[src/rtl/feedback_seq_gen_pkg.sv]
// feedback_seq_pkg: shared types and helpers for feedback_seq_gen.
//   mode_e      - feedback network selector (LFSR / Johnson / ring / hold)
//   TAPS_W*     - maximal-length XNOR tap masks for common widths
//   next_state  - width-agnostic next-state function, operands are
//                 zero-extended to MAX_W bits by the caller
package feedback_seq_pkg;

    localparam int MAX_W = 64;

    typedef enum logic [1:0] {
        MODE_LFSR    = 2'd0,
        MODE_JOHNSON = 2'd1,
        MODE_RING    = 2'd2,
        MODE_HOLD    = 2'd3
    } mode_e;

    localparam logic [3:0]  TAPS_W4  = 4'b1100;
    localparam logic [7:0]  TAPS_W8  = 8'hB8;
    localparam logic [15:0] TAPS_W16 = 16'hB400;

    // Shift left by one inside a w-bit window, inserting the mode's feedback
    // bit at position 0. Bits at and above w stay zero.
    function automatic logic [MAX_W-1:0] next_state(input mode_e m,
                                                    input logic [MAX_W-1:0] s,
                                                    input logic [MAX_W-1:0] taps,
                                                    input int unsigned w);
        logic [MAX_W-1:0] mask;
        logic             fb;
        mask = {MAX_W{1'b1}} >> (MAX_W - w);
        case (m)
            MODE_LFSR:    fb = ~^(s & taps);
            MODE_JOHNSON: fb = ~s[w-1];
            MODE_RING:    fb = s[w-1];
            default:      fb = 1'b0;
        endcase
        if (m == MODE_HOLD)
            return s;
        return ((s << 1) | {{(MAX_W-1){1'b0}}, fb}) & mask;
    endfunction

endpackage

[src/rtl/feedback_seq_gen_if.sv]
// feedback_seq_gen_if: load handshake into the sequence generator.
//   load_valid - producer has a value to load
//   load_ready - generator can accept a load this cycle
//   load_data  - value written to both state and period reference
interface feedback_seq_gen_if #(
    parameter int WIDTH = 4
);
    logic             load_valid;
    logic             load_ready;
    logic [WIDTH-1:0] load_data;

    modport master (output load_valid, output load_data, input  load_ready);
    modport slave  (input  load_valid, input  load_data, output load_ready);
endinterface

[src/rtl/feedback_seq_gen_meter.sv]
// seq_period_meter: measures the number of advances it takes the state to
// return to a reference value.
//   restart_i/restart_ref_i - load a new reference and clear the count
//   adv_i/next_i            - state is advancing to next_i this cycle
//   period_o                - last measured period (held between pulses)
//   period_valid_o          - one-cycle pulse after a match
module seq_period_meter #(
    parameter int               WIDTH = 4,
    parameter int               CNT_W = 16,
    parameter logic [WIDTH-1:0] SEED  = '0
) (
    input  logic             clk,
    input  logic             reset,
    input  logic             restart_i,
    input  logic [WIDTH-1:0] restart_ref_i,
    input  logic             adv_i,
    input  logic [WIDTH-1:0] next_i,
    output logic [CNT_W-1:0] period_o,
    output logic             period_valid_o
);
    localparam logic [CNT_W-1:0] CNT_MAX = {CNT_W{1'b1}};

    logic [WIDTH-1:0] ref_q;
    logic [CNT_W-1:0] cnt_q;

    always_ff @(posedge clk) begin
        if (!reset) begin
            ref_q          <= SEED;
            cnt_q          <= '0;
            period_o       <= '0;
            period_valid_o <= 1'b0;
        end else begin
            period_valid_o <= 1'b0;
            if (restart_i) begin
                ref_q <= restart_ref_i;
                cnt_q <= '0;
            end else if (adv_i) begin
                if (next_i == ref_q) begin
                    // A saturated count would wrap to 0 on +1; clamp instead.
                    period_o       <= (cnt_q == CNT_MAX) ? CNT_MAX : cnt_q + 1'b1;
                    period_valid_o <= 1'b1;
                    cnt_q          <= '0;
                end else if (cnt_q != CNT_MAX) begin
                    cnt_q <= cnt_q + 1'b1;
                end
            end
        end
    end
endmodule

[src/rtl/feedback_seq_gen.sv]
// feedback_seq_gen: registered pattern/sequence source.
//   clk, reset (sync, active low)
//   en           - advance enable
//   mode         - 0 LFSR, 1 Johnson, 2 ring, 3 hold
//   lif          - load handshake (slave side)
//   state_q, y   - current state and its MSB as serial output
//   period       - last measured return-to-reference period
//   period_valid - one-cycle pulse per measured period
//   lockup       - one-cycle pulse when LFSR all-ones state is recovered
// Per-cycle priority: load > mode change > lockup recovery > advance.
module feedback_seq_gen
    import feedback_seq_pkg::*;
#(
    parameter int               WIDTH = 4,
    parameter logic [WIDTH-1:0] TAPS  = TAPS_W4,
    parameter logic [WIDTH-1:0] SEED  = '0,
    parameter int               CNT_W = 16
) (
    input  logic                  clk,
    input  logic                  reset,
    input  logic                  en,
    input  logic [1:0]            mode,
    feedback_seq_gen_if.slave     lif,
    output logic [WIDTH-1:0]      state_q,
    output logic                  y,
    output logic [CNT_W-1:0]      period,
    output logic                  period_valid,
    output logic                  lockup
);
    mode_e            mode_in, mode_q, mode_d;
    logic             load_ready_q;
    logic [WIDTH-1:0] state_d, nxt;
    logic             restart, adv_m, lock_d;
    logic [WIDTH-1:0] restart_ref;

    assign mode_in        = mode_e'(mode);
    assign lif.load_ready = load_ready_q;
    assign y              = state_q[WIDTH-1];

    // Feedback uses the registered mode: a new mode first takes a
    // no-advance cycle that only latches it.
    assign nxt = WIDTH'(next_state(mode_q, MAX_W'(state_q), MAX_W'(TAPS), WIDTH));

    always_comb begin
        state_d     = state_q;
        mode_d      = mode_q;
        restart     = 1'b0;
        restart_ref = state_q;
        adv_m       = 1'b0;
        lock_d      = 1'b0;
        if (lif.load_valid && load_ready_q) begin
            state_d     = lif.load_data;
            restart     = 1'b1;
            restart_ref = lif.load_data;
        end else if (mode_in != mode_q) begin
            mode_d  = mode_in;
            restart = 1'b1;
        end else if (mode_in == MODE_LFSR && en && (&state_q)) begin
            // All-ones is the XNOR LFSR's stuck state.
            state_d     = SEED;
            restart     = 1'b1;
            restart_ref = SEED;
            lock_d      = 1'b1;
        end else if (en && mode_in != MODE_HOLD) begin
            state_d = nxt;
            adv_m   = 1'b1;
        end
    end

    always_ff @(posedge clk) begin
        if (!reset) begin
            state_q      <= SEED;
            mode_q       <= MODE_LFSR;
            load_ready_q <= 1'b0;
            lockup       <= 1'b0;
        end else begin
            state_q      <= state_d;
            mode_q       <= mode_d;
            load_ready_q <= 1'b1;
            lockup       <= lock_d;
        end
    end

    seq_period_meter #(
        .WIDTH (WIDTH),
        .CNT_W (CNT_W),
        .SEED  (SEED)
    ) u_meter (
        .clk            (clk),
        .reset          (reset),
        .restart_i      (restart),
        .restart_ref_i  (restart_ref),
        .adv_i          (adv_m),
        .next_i         (nxt),
        .period_o       (period),
        .period_valid_o (period_valid)
    );
endmodule

[src/flat_wrapper.sv]
// flat-port wrapper written by rule: the top's interface ports become plain ports
module feedback_seq_gen_flat import feedback_seq_pkg::*;
#(
    parameter int               WIDTH = 4,
    parameter logic [WIDTH-1:0] TAPS  = TAPS_W4,
    parameter logic [WIDTH-1:0] SEED  = '0,
    parameter int               CNT_W = 16
)
  (clk, reset, en, mode, state_q, y, period, period_valid, lockup, lif_load_valid, lif_load_data, lif_load_ready);
  feedback_seq_gen_if #(.WIDTH(WIDTH)) lif_i ();
  input  logic clk;
  input  logic reset;
  input  logic en;
  input  logic [1:0] mode;
  output logic [WIDTH-1:0] state_q;
  output logic y;
  output logic [CNT_W-1:0] period;
  output logic period_valid;
  output logic lockup;
  input wire logic [$bits(lif_i.load_valid)-1:0] lif_load_valid;
  input wire logic [$bits(lif_i.load_data)-1:0] lif_load_data;
  output wire logic [$bits(lif_i.load_ready)-1:0] lif_load_ready;
  assign lif_i.load_valid = lif_load_valid;
  assign lif_i.load_data = lif_load_data;
  assign lif_load_ready = lif_i.load_ready;
  feedback_seq_gen #(.WIDTH(WIDTH), .TAPS(TAPS), .SEED(SEED), .CNT_W(CNT_W)) u_core (.clk(clk), .reset(reset), .en(en), .mode(mode), .lif(lif_i), .state_q(state_q), .y(y), .period(period), .period_valid(period_valid), .lockup(lockup));
endmodule
[config.mk]
export PLATFORM = sky130hd
export DESIGN_NAME = feedback_seq_gen_flat
export DESIGN_NICKNAME = d
export VERILOG_FILES = /design/src/rtl/feedback_seq_gen_pkg.sv /design/src/rtl/feedback_seq_gen_if.sv /design/src/rtl/feedback_seq_gen_meter.sv /design/src/rtl/feedback_seq_gen.sv /design/src/flat_wrapper.sv
export SDC_FILE = /design/constraint.sdc
export NUM_CORES = 1
export LEC_CHECK = 0
export CORE_MARGIN = 3
export CORE_UTILIZATION = 40
export CTS_CLUSTER_DIAMETER = 100
export DETAILED_ROUTE_END_ITERATION = 8
export PLACE_DENSITY = 0.71
export SYNTH_ARGS = -nofsm -noshare
export SYNTH_HDL_FRONTEND = slang
export SYNTH_SLANG_ARGS = --single-unit
[constraint.sdc]
create_clock -name clk -period 2.65 [get_ports clk]
set_input_delay 0.265 -clock clk [delete_from_list [all_inputs] [get_ports clk]]
set_output_delay 0.265 -clock clk [all_outputs]
set_load 0.02 [all_outputs]
==> results of run 1 <==
==> layout by cell type, fill, tap and decap left out, types with 2 or more instances in the layout <==
cell type        netlist  final
and2_1                 3      3
a21o_1                 4      4
buf_4                  2     15
a222oi_1               4      4
xnor2_1                4      4
clkinv_2               0      2
mux2_2                 3      3
clkdlybuf4s50_1        0     33
ha_1                   2      2
or4_1                  3      3
xor2_1                13     13
a21oi_1                4      4
o21ai_0                6      6
nor2_1                 8      8
nand3_1               17     17
inv_1                  4      4
dfxtp_1               45     45
o211a_1               12     12
nand4_1                8      8
nor3b_1                5      5
nand2_1               18     18
o2bb2ai_1              8      8
a221oi_1               4      4
mux2i_1                3      3
nor2b_1                8      8
nor3_1                 5      5
and4_1                 3      3
or2_2                  2      2
a31o_2                 2      2
a31oi_1                4      4
clkbuf_8               0      5
a21boi_0               3      3
==> through the flow <==
stage	instance area, um2	power [uW]	hold WS [ps]
detailed placement	2680	897.9	485.4
finish	2763	1294	502.4
global placement	2680	896.7	482.8
floorplan	2233	830.1	292.7
global route	2763	1364	527.8
CTS	2763	1315	505.9
==> registers in the layout, indices dropped and copies added, names as in the netlist <==
register and count:
u_core.lif.load_ready 1, u_core.lockup 1, u_core.mode_q 2, u_core.state_q 4, u_core.u_meter.cnt_q 16, u_core.u_meter.period_o 16, u_core.u_meter.period_valid_o 1, u_core.u_meter.ref_q 4
==> worst min path at each step <==
stage,from,endpoint,depth (start not counted)
6_report,u_core.u_meter.period_o[8],u_core.u_meter.period_o[8],1
5_1_grt,u_core.u_meter.period_o[5],u_core.u_meter.period_o[5],1
4_1_cts,u_core.u_meter.period_o[8],u_core.u_meter.period_o[8],1
3_5_place_dp,u_core.u_meter.period_o[8],u_core.u_meter.period_o[8],1
3_3_place_gp,u_core.u_meter.period_o[3],u_core.u_meter.period_o[3],1
2_1_floorplan,reset,u_core.lif.load_ready,0
==> power groups by stage <==
stage / combinational, uW / clock [uW] / sequential [uW]
2_1_floorplan: 97.6 / 0 / 733
3_3_place_gp: 172 / 0 / 725
3_5_place_dp: 172 / 0 / 725
4_1_cts: 173 / 432 / 710
5_1_grt: 189 / 462 / 712
6_report: 173 / 411 / 710
==> cell type report <==
type / instances / area [um2]
Clock buffer: 6 / 72.57
Timing Repair Buffer: 48 / 442.9
Fill cell: 490 / 2475
Clock inverter: 2 / 10.01
Inverter: 4 / 15.01
Multi-Input combinational cell: 172 / 1234
Tap cell: 70 / 87.58
Sequential cell: 45 / 900.9
==> layer usage <==
layer	vias to the layer above	part of all wire, %	GRT usage, %
li1	965	-	-
met1	884	47	20.54
met2	59	45	27.73
met3	6	6.2	5.157
met4	0	1.1	3.547
met5	-	0	0
==> cell families (layout without fill, tap and decap cells) <==
family                   count (synthesis)  in the layout  synth area share, %
buffers and inverters                   22             60                4.425
AO/OA/AOI/OAI                           59             59                22.24
flip-flops                              45             45                40.34
AND/OR/NAND/NOR                         88             88                22.35
multiplexers                             6              6                2.857
adder cells (fa/ha/maj)                  2              2                1.120
XOR/XNOR                                17             17                6.667
==> metrics.txt, run 1 <==
status=complete, no violations; Worst path depth=7; top cell type's share of synthesized area=40.34%; Max Root-Sink Buffers=2; area of the mapped netlist=2233 um2; First-pass DRT Iterations=4; FF-to-FF path depth=7; synth warn=0; Die Span Y=80.72 um; Clock Power Share=31.8%; CP max FO=24; R2R Path Start=u_core.mode_q[0]; RSZ-0062 raised after global routing=false; routed len/inst=14.39 um; Ant. Diodes=0; flop2flop setup slack=340 ps; clock skew=between 4 and 5 ps; final core occ=a little over half; Slew Viols, Final=0; crit path to=u_core.u_meter.period_o[3]; die area=6516 um2; post-synthesis cell count=approximately 240; cell leakage power=0.001136 uW; CP peak stage delay=530 ps; I/O pin cnt=34; Worst Setup Start Kind=register; Setup WS pre-CTS=164.3 ps; most numerous cell in the Yosys netlist=dfxtp_1; GRT overflow=0; Max-slew headroom=68.75%; CTS buffer count=5; Die X=around 81 um; # port buffers=33; crit-path cells=mux2_2 -> mux2i_1 -> xor2_1 -> nor3b_4 -> buf_4 -> buf_4 -> o211a_1; delay-heaviest family, CP=multiplexers; synthesized area per cell=9.345 um2; register area share after synthesis=between 40% and 50%; top post-synthesis cells by count=dfxtp_1 (45), nand2_1 (18), nand3_1 (17), xor2_1 (13), o211a_1 (12); FF-to-FF End=u_core.u_meter.period_o[3]; worst slew pin tran=468.3 ps; Data arrival, critical path=2510 ps; logic gate share of total power=13.4%; Detail Placement HPWL=3535 um; # nets final=around 290; Buf+Inv Stages, Crit Path=2; Final TNS setup=0 ps; num rows=26; Synth async-reset ratio=0%; top cells by area, synth=dfxtp_1 (40%), o211a_1 (5.4%), xor2_1 (5.1%); DRT iter0 DRCs=103; Sw Ratio=25.98%; Flop pwr share=54.9%; core area=5238 um2; Layout area overhead=23.70%; Post-CTS Repair Setup Buffers=0; type of element capturing the critical path=register; Post-synth EDFFs=0; CP dominant cell by count=buf_4; initial antenna violation count=0; Cells after DPL=339; most used flip-flop cell after synthesis=dfxtp_1; area leader, netlist=dfxtp_1; PnR worst setup slack=337.0 ps; layout cells sized above 1=12.27%; fin cells=347; Setup CP Type=register to register; Tot GR Track Use=16.42%; Remaining DRCs=0; HP Class=register to register; Clock Sinks=45; Fmax=432.3 MHz; cts repair resizes=0; Routed Antenna Nets=0; CTS tree=done; period utilisation layout=between 80% and 90%; sw power=336.2 uW; Tmin final=2313 ps; Root Buffer=clkbuf_8; first-pass GRT wire length=8397 um; Worst EP required=2840 ps; final hold violations=0; via count=1,914; Synth Register Bits=45; synthesized net count=251; H-Tree Depth=2; slowest library cell on the worst path=dfxtp_1; final setup vio count=0; cts hold-fix bufs=0; Post-Route WL=4995 um; Pint=about 960 uW; GPL Wtd Cong=around 0.86; CP Launch Point=u_core.mode_q[0]; clk_lat worst skew=300 ps; via/cell ratio=5.516; max-cap violations=0; Synth cell types=47; Power Density=468.3 nW/um2; Clock Pin Slew Worst Setup and Hold Paths=80 ps; vias in the first global route=1,779; Starting Density=between 40% and 50%; pin count of the biggest net entering global routing=29; VDD IR-drop max=between 0.3 and 0.4 mV
Note: power is estimated with default switching activity, not from simulation.
==> run 2: changes to the inputs <==
- SETUP_SLACK_MARGIN: default -> 0.5
- SYNTH_HIERARCHICAL: default -> 1
- TNS_END_PERCENT: default -> 5
==> run 2 against run 1 <==
Compared with the run above:
- non-clock buffer count is 10 higher
- largest cell class unchanged
- register-to-register slack better by 130 ps
- critical endpoint is now u_core/u_meter/cnt_q[3]
- global-route usage is 2.6 points higher
- clock-buffer cell count is 2 higher
- combinational power is 27% higher
- critical path type unchanged
- maximum frequency is 5.9% higher
- final area is 14% higher
- highest routed layer unchanged
- core utilization is 3.4 points higher
==> metrics.txt, run 2 <==
crit-path cells=or2b_1 -> a211oi_4 -> a31oi_4 -> xnor2_2 -> buf_4 -> a41oi_4 -> buf_4 -> nand2_1 -> o21ai_0 -> o2bb2ai_1; first-pass GRT wire length=10,050 um (+20%); Synth cell types=59 (+26%); period utilisation layout=82.43% (-4.8 points); slowest library cell on the worst path=dfxtp_1; Setup WS pre-CTS=105.3 ps (-59.07 ps); R2R Path Start=u_core/state_q[0]; final core occ=56.18% (+3.4 points); Clock Sinks=45 (unchanged); FF-to-FF path depth=10 (+3); top cell type's share of synthesized area=38.34% (-2.0 points); Fmax=457.8 MHz (+5.9%); Power Density=451.5 nW/um2 (-3.6%); worst slew pin tran=592.0 ps (+123.7 ps); top post-synthesis cells by count=dfxtp_1 (45), nand2_1 (34), o21ai_0 (22), nor2_1 (15); pin count of the biggest net entering global routing=22 (-24%); PnR worst setup slack=465.5 ps (+128.5 ps); routed len/inst=15.68 um (+8.9%); CTS tree=done; vias in the first global route=2,121 (+19%); register area share after synthesis=38.34% (-2.0 points); FF-to-FF End=u_core/u_meter/cnt_q[3]; GPL Wtd Cong=0.8911 (+4.2%); Ant. Diodes=0 (unchanged); Tot GR Track Use=19.03% (+2.6 points); area of the mapped netlist=2350 um2 (+5.2%); CP max FO=7 (-71%); via count=2,226 (+16%); CP peak stage delay=390 ps (-140 ps); Max Root-Sink Buffers=2 (unchanged); area leader, netlist=dfxtp_1; most common cell after layout, fill and taps aside=dfxtp_1; num rows=27 (+3.8%); Post-Route WL=6100 um (+22%); VDD IR-drop max=0.2146 mV (-34%); cell leakage power=0.001134 uW (-0.22%); clock skew=7.048 ps (+2.639 ps); Worst Hold End=u_core/mode_q[1]; clk_lat worst skew=300 ps (about the same); GRT overflow=0 (unchanged); Setup CP Type=register to register; I/O pin cnt=34 (unchanged); status=complete, no violations; CTS buffer count=5 (unchanged); type of element capturing the critical path=register; hold wc startpoint=mode[1]; Synth Register Bits=45 (unchanged); RSZ-0062 raised after global routing=true; placed inst area=2764 um2 (+3.1%); initial antenna violation count=0 (unchanged); post-synthesis cell count=266 (+11%); Data arrival, critical path=2420 ps (-90 ps); Starting Density=41.90% (-0.74 points); metal3 WL=267 um (-14%); Final TNS setup=0 ps (unchanged); Metal-1 WL=2740 um (+16%); Worst Hold Margin=343.6 ps (-158.9 ps); top cells by area, synth=dfxtp_1 (38%), nand2_1 (5.4%), o21ai_0 (4.7%); Synth async-reset ratio=0% (unchanged); Die X=82.65 um (+2.4%); synthesized net count=278 (+11%); CP Launch Point=u_core/state_q[0]; Routed Antenna Nets=0 (unchanged); Layout area overhead=34.08%; # nets final=328 (+14%); Remaining DRCs=0 (unchanged); cts hold-fix bufs=0 (unchanged); Slew Viols, Final=0 (unchanged); Top Metal Used=met4; synthesized area per cell=8.834 um2 (-5.5%); Detail Placement HPWL=4131 um (+17%); # port buffers=33 (unchanged); Post-synth EDFFs=0 (unchanged); via/cell ratio=5.722 (+3.7%); core area=5608 um2 (+7.1%); layout cells sized above 1=20.50% (+8.2 points); most used flip-flop cell after synthesis=dfxtp_1; FILL cells=515 (+5.1%); fin area=3151 um2 (+14%); final hold violations=0 (unchanged); Tmin final=2185 ps (-128.5 ps); most numerous cell in the Yosys netlist=dfxtp_1; Die Span Y=82.65 um (+2.4%); Clock Pin Slew Worst Setup and Hold Paths=80 ps (about the same); max-cap violations=0 (unchanged); DRT iter0 DRCs=96 (-6.8%); First-pass DRT Iterations=4 (unchanged); most frequent cells in the layout=dfxtp_1 (41), nand2_1 (34), clkdlybuf4s50_1 (32), o21ai_0 (21), buf_4 (20); HP Class=primary input to register; met2 wire length=3034 um (+34%); CP dominant cell by count=buf_4; Worst EP required=2880 ps (+40 ps); largest registers=u_core/u_meter/cnt_q x16, u_core/u_meter/period_o x16; Max-slew headroom=60.40% (-8.3 points); Worst Setup Start Kind=register; synth warn=6 (+6); H-Tree Depth=2 (unchanged); final setup vio count=0 (unchanged); die area=6830 um2 (+4.8%); Hold Path Cell Cnt=3 (+2); Root Buffer=clkbuf_8; flop2flop setup slack=470 ps (+130 ps)
[run 2: changes by cell type after synthesis, moves of 7 or more]
cell,before,now
o211a_1,12,2
nand2_1,18,34
o31ai_1,1,8
nor2_1,8,15
o2bb2ai_1,8,1
a31oi_1,4,11
nand3_1,17,5
nor2b_1,8,0
o21ai_0,6,22
[run 2: area by class of cell]
class                           instances  area, um2  area share, %
Clock buffer                            8      111.4          3.535
Inverter                                5      18.77         0.5957
Multi-Input combinational cell        201       1485          47.14
Sequential cell                        45      915.9          29.07
Tap cell                               72      90.09          2.859
Timing Repair Buffer                   58      529.3          16.80
[run 2: logic make-up (layout without fill, tap and decap cells)]
kind of cell / Yosys count / after routing / share of synthesized area, %
flip-flops: 45 / 45 / 38.34
AO/OA/AOI/OAI: 75 / 75 / 22.52
buffers and inverters: 20 / 71 / 4.472
AND/OR/NAND/NOR: 98 / 98 / 23.32
adder cells (fa/ha/maj): 2 / 2 / 1.065
XOR/XNOR: 18 / 18 / 6.710
multiplexers: 8 / 8 / 3.568
[run 2: through the flow]
stage,power [uW],cells
2_1_floorplan,820.9,266
3_3_place_gp,874.2,365
3_5_place_dp,876.8,365
4_1_cts,1393,386
5_1_grt,1479,389
6_report,1422,389
[run 2: routing by layer]
layer	global-route usage, %	vias to the layer above
met4	5.882	0
met2	33.17	50
met5	0	-
li1	-	1092
met3	3.362	6
met1	23.74	1078
[run 2: worst max path at each step]
stage / slack (ps) / to / cells after the start
global route: 330 / u_core/u_meter/cnt_q[3] / 10
floorplan: 480 / u_core/u_meter/period_o[11] / 9
detailed placement: 110 / u_core/u_meter/cnt_q[2] / 7
CTS: 460 / u_core/u_meter/period_o[2] / 10
global placement: 140 / u_core/u_meter/cnt_q[3] / 9
finish: 470 / u_core/u_meter/cnt_q[3] / 10
[run 2: critical path: cells and delay by family, from the launching register on]
family | cells | cell delay (ps)
xor+xnor | 1 | 150
buf+inv | 2 | 320
compound gates | 5 | 940
simple gates | 2 | 320
flops | 1 | 390
[run 2: repair_timing]
| action | CTS | global route |
|---|---|---|
| pin swaps | 7 | 5 |
| buffers inserted | 11 | 3 |
| cloned | 2 | 0 |
| gates resized for setup | 12 | 18 |
| setup endpoints to repair | 32 | 33 |
[run 2: report_power, final]
| group | leakage (uW) | switching (uW) | internal, uW | total, uW |
|---|---|---|---|---|
| Clock | 0.0000566 | 230 | 270 | 500 |
| Sequential | 0.000367 | 17.9 | 686 | 704 |
| Combinational | 0.000710 | 111 | 107 | 219 |
